File: src/rtl/moesi_snoop_ctrl.sv
// MOESI snoop controller: queues bus snoops, looks up the indexed set,
// writes back the new line state, requests data supply, and responds.
module moesi_snoop_ctrl #(
    parameter int ADDR_W          = 64,
    parameter int OFFSET_W        = 6,
    parameter int INDEX_W         = 6,
    parameter int NUM_WAYS        = 4,
    parameter int FIFO_DEPTH      = 4,
    parameter int E_SUPPLIES_DATA = 1,
    localparam int TAG_W = ADDR_W - OFFSET_W - INDEX_W,
    localparam int WAY_W = (NUM_WAYS > 1) ? $clog2(NUM_WAYS) : 1
) (
    input  logic                      clk,
    input  logic                      rst,
    input  logic                      snp_valid,
    output logic                      snp_ready,
    input  logic [1:0]                snp_type,
    input  logic [ADDR_W-1:0]         snp_addr,
    output logic                      lk_req,
    output logic [INDEX_W-1:0]        lk_set,
    input  logic [NUM_WAYS*TAG_W-1:0] lk_tag,
    input  logic [NUM_WAYS*3-1:0]     lk_state,
    output logic                      st_wr_en,
    output logic [INDEX_W-1:0]        st_wr_set,
    output logic [WAY_W-1:0]          st_wr_way,
    output logic [2:0]                st_wr_state,
    output logic                      data_req,
    output logic [WAY_W-1:0]          data_way,
    input  logic                      data_ack,
    output logic                      resp_valid,
    input  logic                      resp_ready,
    output logic                      resp_hit,
    output logic                      resp_shared,
    output logic                      resp_dirty,
    output logic                      resp_supply,
    output logic                      err_multi_hit,
    output logic [31:0]               stat_snoops,
    output logic [31:0]               stat_hits
);

    localparam int LINE_W = ADDR_W - OFFSET_W;
    localparam int PTR_W  = $clog2(FIFO_DEPTH);

    localparam logic [2:0] ST_M = 3'b000;
    localparam logic [2:0] ST_O = 3'b001;
    localparam logic [2:0] ST_E = 3'b010;
    localparam logic [2:0] ST_S = 3'b011;
    localparam logic [2:0] ST_I = 3'b100;

    localparam logic [1:0] T_NOP = 2'b00;
    localparam logic [1:0] T_RD  = 2'b01;
    localparam logic [1:0] T_WR  = 2'b10;
    localparam logic [1:0] T_UP  = 2'b11;

    typedef enum logic [2:0] {
        IDLE,
        LOOKUP,
        UPDATE,
        DATA,
        RESP
    } fsm_t;

    fsm_t state;

    logic [1:0]        f_type [FIFO_DEPTH];
    logic [LINE_W-1:0] f_line [FIFO_DEPTH];
    logic [PTR_W:0]    wr_ptr;
    logic [PTR_W:0]    rd_ptr;
    logic              empty;
    logic              full;
    logic              push;
    logic              pop;
    logic [1:0]        head_type;
    logic [LINE_W-1:0] head_line;

    logic [1:0]         wk_type;
    logic [INDEX_W-1:0] wk_set;
    logic [TAG_W-1:0]   wk_tag;

    logic             hit;
    logic             multi;
    logic [WAY_W-1:0] sel;
    logic [2:0]       cur;
    logic [2:0]       nxt;
    logic             sup;
    logic             e_sup;
    logic             unused_offset;

    assign unused_offset = ^snp_addr[OFFSET_W-1:0];
    assign e_sup = (E_SUPPLIES_DATA != 0);

    assign empty = (wr_ptr == rd_ptr);
    assign full  = (wr_ptr[PTR_W] != rd_ptr[PTR_W]) &&
                   (wr_ptr[PTR_W-1:0] == rd_ptr[PTR_W-1:0]);
    assign snp_ready = !full;
    assign push = snp_valid && !full;
    assign pop  = (state == IDLE) && !empty;

    assign head_type = f_type[rd_ptr[PTR_W-1:0]];
    assign head_line = f_line[rd_ptr[PTR_W-1:0]];

    // Read strobe issues while the head is popped so tags return in LOOKUP.
    assign lk_req = pop && (head_type != T_NOP);
    assign lk_set = lk_req ? head_line[INDEX_W-1:0] : '0;

    always_ff @(posedge clk) begin
        if (push) begin
            f_type[wr_ptr[PTR_W-1:0]] <= snp_type;
            f_line[wr_ptr[PTR_W-1:0]] <= snp_addr[ADDR_W-1:OFFSET_W];
        end
    end

    always_comb begin
        hit   = 1'b0;
        multi = 1'b0;
        sel   = '0;
        cur   = ST_I;
        for (int w = 0; w < NUM_WAYS; w++) begin
            if (lk_tag[w*TAG_W +: TAG_W] == wk_tag &&
                lk_state[w*3 +: 3] != ST_I) begin
                if (hit) begin
                    multi = 1'b1;
                end else begin
                    hit = 1'b1;
                    sel = WAY_W'(w);
                    cur = lk_state[w*3 +: 3];
                end
            end
        end
        nxt = cur;
        sup = 1'b0;
        if (hit) begin
            unique case (wk_type)
                T_RD: begin
                    case (cur)
                        ST_M: begin
                            nxt = ST_O;
                            sup = 1'b1;
                        end
                        ST_O: sup = 1'b1;
                        ST_E: begin
                            nxt = ST_S;
                            sup = e_sup;
                        end
                        default: ;
                    endcase
                end
                T_WR: begin
                    nxt = ST_I;
                    sup = (cur == ST_M) || (cur == ST_O) ||
                          (cur == ST_E && e_sup);
                end
                T_UP: nxt = ST_I;
                default: ;
            endcase
        end
    end

    always_ff @(posedge clk) begin
        if (rst) begin
            state         <= IDLE;
            wr_ptr        <= '0;
            rd_ptr        <= '0;
            wk_type       <= T_NOP;
            wk_set        <= '0;
            wk_tag        <= '0;
            st_wr_en      <= 1'b0;
            st_wr_set     <= '0;
            st_wr_way     <= '0;
            st_wr_state   <= '0;
            data_req      <= 1'b0;
            data_way      <= '0;
            resp_valid    <= 1'b0;
            resp_hit      <= 1'b0;
            resp_shared   <= 1'b0;
            resp_dirty    <= 1'b0;
            resp_supply   <= 1'b0;
            err_multi_hit <= 1'b0;
            stat_snoops   <= '0;
            stat_hits     <= '0;
        end else begin
            if (push) wr_ptr <= wr_ptr + 1'b1;
            if (pop) rd_ptr <= rd_ptr + 1'b1;
            st_wr_en      <= 1'b0;
            err_multi_hit <= 1'b0;
            unique case (state)
                IDLE: begin
                    if (!empty) begin
                        wk_type <= head_type;
                        wk_set  <= head_line[INDEX_W-1:0];
                        wk_tag  <= head_line[LINE_W-1:INDEX_W];
                        if (head_type == T_NOP) begin
                            resp_valid  <= 1'b1;
                            resp_hit    <= 1'b0;
                            resp_shared <= 1'b0;
                            resp_dirty  <= 1'b0;
                            resp_supply <= 1'b0;
                            state       <= RESP;
                        end else begin
                            state <= LOOKUP;
                        end
                    end
                end
                LOOKUP: begin
                    st_wr_en      <= hit && (nxt != cur);
                    st_wr_set     <= wk_set;
                    st_wr_way     <= sel;
                    st_wr_state   <= nxt;
                    err_multi_hit <= multi;
                    resp_hit      <= hit;
                    resp_shared   <= hit && (wk_type == T_RD);
                    resp_dirty    <= hit && (cur == ST_M || cur == ST_O);
                    resp_supply   <= sup;
                    state         <= UPDATE;
                end
                UPDATE: begin
                    if (resp_supply) begin
                        data_req <= 1'b1;
                        data_way <= st_wr_way;
                        state    <= DATA;
                    end else begin
                        resp_valid <= 1'b1;
                        state      <= RESP;
                    end
                end
                DATA: begin
                    if (data_ack) begin
                        data_req   <= 1'b0;
                        resp_valid <= 1'b1;
                        state      <= RESP;
                    end
                end
                RESP: begin
                    if (resp_ready) begin
                        resp_valid  <= 1'b0;
                        resp_hit    <= 1'b0;
                        resp_shared <= 1'b0;
                        resp_dirty  <= 1'b0;
                        resp_supply <= 1'b0;
                        stat_snoops <= stat_snoops + 32'd1;
                        if (resp_hit) stat_hits <= stat_hits + 32'd1;
                        state <= IDLE;
                    end
                end
                default: state <= IDLE;
            endcase
        end
    end

endmodule
File: config.mk
export PLATFORM = sky130hd
export DESIGN_NAME = moesi_snoop_ctrl
export DESIGN_NICKNAME = d
export VERILOG_FILES = /design/src/rtl/moesi_snoop_ctrl.sv
export SDC_FILE = /design/constraint.sdc
export NUM_CORES = 1
export LEC_CHECK = 0
export ABC_CLOCK_PERIOD_IN_PS = 6900
export BUFFER_PORTS_ARGS = -buffer_cell sky130_fd_sc_hd__clkbuf_2
export CAP_MARGIN = 10
export CORE_MARGIN = 2
export CORE_UTILIZATION = 35
export DETAILED_ROUTE_END_ITERATION = 8
export PLACE_DENSITY = 0.66
export SYNTH_ARGS = -nofsm -noshare
export SYNTH_HDL_FRONTEND = slang
export SYNTH_SLANG_ARGS = --single-unit
File: constraint.sdc
create_clock -name clk -period 6.9 [get_ports clk]
set_input_delay 1.035 -clock clk [delete_from_list [all_inputs] [get_ports clk]]
set_output_delay 1.035 -clock clk [all_outputs]
set_load 0.05 [all_outputs]
==> impl_metrics.toml <==
[placed_design]
gp_congestion = 0.9327
portBuffers = 377
dpl.cell_count = 2374
hpwl_um = 40290

[yosys]
seq_area_frac_synth_pct = 58.97
synth_top_area_cell = "edfxtp_1"
ys_ff_latch = 396
synth_fp_nets = 1727
synthTopCellsByArea = "edfxtp_1, dfxtp_1, xnor2_1"
ys_warn_count = 0
synthTopCellsByCount = "edfxtp_1, nand2_1, xnor2_1"
yosysUniqueCellTypes = 57
syn_avg_cell_area_um2 = 12.29
async_reset_ff_share_pct = 0
synthesis.area_um2 = 17520
synth_top_area_share_pct = 41.14
synth_flop_cell = "edfxtp_1"
synth_most_common_cell = "edfxtp_1"
synth-edff-count = 240
synth_cells = 1425

[sta]
worst_pin_slew_ps = 1064
relSlewSlack_pct = 29.06
skew_ps = 36.21
period_needed_ps = 4076
rsz0062_at_grt = "no"
setup_violations = 0
maxSlewViolCount = 0
finalSetupTns_ps = 0
fin_crit_sh_pct = 59.08
fmax_mhz = 245.3
hold_violations = 0

[die]
dieHeight_um = 227.7
initial_core_util_pct = 35.64
rows = 81
io_pins = 384
core_area_um2 = 49150
die_x_um = 227.7
die-area_um2 = 51860

[clock_network]
root_buffer = "clkbuf_16"
max-clock-path-buffers = 3
cts.sinks = 396
clk_latency_ps = 580
htreeDepth = 2
hold_buffers = 0
cts_tree = "done"
cts_buffers = 43
post_cts_resized = 0
post_cts_buffers = 0
clkSlewWorstSetupHoldPaths_ps = 60

[detailed_routing]
avgRoutedWirePerCell_um = 22.54
drtIter0Drc = 930
drc = 0
viasPerCell = 5.011
vias = 12320
dr.pass1.iters = 7
ant_nets = 0
routed_wl_um = 55430

[power]
p_sw_uw = 2734
pwr-share-comb_pct = 26.1
p_clk_share_pct = 29.8
p_int_uw = 4965
p_leak_uw = 0.007829
power_density_nw_per_um2 = 360.5
seqPwrFrac_pct = 44.1
peakVddDrop_v = 0.0002751
switching_share_pct = 35.52

[worst_setup_path]
cp-start-kind = "register"
critPathMaxFanout = 41
crit_required_ps = 5860
critPathKind = "reg -> out"
crit_arrival_ps = 3040
critPathCaptureType = "output pin"

[layout]
fin_cells = 2459
area_delta_synth_final_pct = 21.92
drive_gt1_share_pct = 30.17
nets = 2057

[status]
outcome = "finished clean"

[grt]
grt_use_total_pct = 21.24
grt_pass1_wl_um = 81240
overflow = 0
antenna_found_initial = 11
grt_pass1_vias = 12480
grt_max_degree = 88

[hold_path]
worstHoldPathType = "reg -> reg"

[job]
drv_cap = 0
## logic make-up (layout without fill, tap and decap cells)
| group | count (synthesis) | after routing | share of synthesized area, % |
|---|---|---|---|
| flops | 396 | 396 | 58.97 |
| mux | 66 | 66 | 8.064 |
| simple gates | 443 | 443 | 11.86 |
| other cells | 0 | 5 | 0 |
| compound gates | 128 | 128 | 4.271 |
| buf+inv | 113 | 478 | 2.643 |
| fa+ha+maj | 12 | 12 | 0.8428 |
| xor+xnor | 267 | 267 | 13.35 |
## metal layers
metal	vias to the layer above	part of all wire, %	global-route usage [%]
li1	5736	-	-
met1	6063	42	27.74
met2	418	47	34.12
met3	96	7.8	5.445
met4	8	3.0	7.730
met5	-	0.096	0
## final timing paths
kind             endpoint  cells after the start  slack [ps]  startpoint
max             lk_set[0]                      4        2820    register
min          st_wr_set[2]                      2         450   wk_set[2]
max reg2reg      st_wr_en                      8        3040  wk_tag[48]
min reg2reg  st_wr_set[2]                      2         450   wk_set[2]
## worst max-delay path: stages, from the launching register on
cell and delay, ps:
dfxtp_4 630, buf_4 750, mux4_2 640, and2_1 190, clkbuf_2 230
## power by group through the flow
stage	Combinational [µW]	Clock [µW]	Sequential [µW]
final	2010	2290	3400
after global routing	2200	2450	3420
after CTS	2040	2350	3400
after detailed placement	2040	0	3450
after global placement	2010	0	3430
after floorplan	1700	0	2930
## area by class of cell
class,count,area (µm²)
Timing Repair Buffer,389,1979
Clock buffer,54,1179
Inverter,9,33.78
Tap cell,664,830.8
Fill cell,4608,27800
Antenna cell,5,12.51
Clock inverter,26,250.2
Sequential cell,396,10330
Multi-Input combinational cell,916,6738
## per-stage QoR
stage / power [µW] / utilization [%] / setup WS, ps / instance area, µm² / hold slack, ps
finish: 7699 / 43.45 / 2824 / 21360 / 454.3
global route: 8078 / 43.45 / 2565 / 21360 / 465.9
CTS: 7794 / 43.43 / 2639 / 21350 / 444.4
detailed placement: 5480 / 40.52 / 2690 / 19920 / 445.9
global placement: 5439 / 40.52 / 2713 / 19920 / 438.7
floorplan: 4629 / - / 3533 / 17520 / 432.2
## flip-flops by register name (all words and copies together), names as in the netlist, 6 cells and up, named ones only
| register | cells |
|---|---|
| f_line | 232 |
| st_wr_set | 6 |
| wk_tag | 52 |
| stat_snoops | 32 |
| stat_hits | 32 |
| wk_set | 6 |
| f_type | 8 |
## cell usage in the layout, fill, tap and decap left out, drive strengths merged, types with 4 or more instances in the layout
master  synthesis  layout
clkbuf         74     430
edfxtp        240     240
nand2         180     180
xnor2         165     165
dfxtp         156     156
xor2          102     102
nor2          100     100
a21oi          90      90
mux4           60      60
nand4          58      58
nor4           21      21
nand3          20      20
clkinv          0      19
and3           17      17
buf            30      13
o21ai          12      12
or3            11      11
ha             11      11
nor3           11      11
inv             9      11
and2            9       9
diode           0       5
mux2i           5       5
nor2b           4       4
and4            4       4
Note: power is estimated with default switching activity, not from simulation.
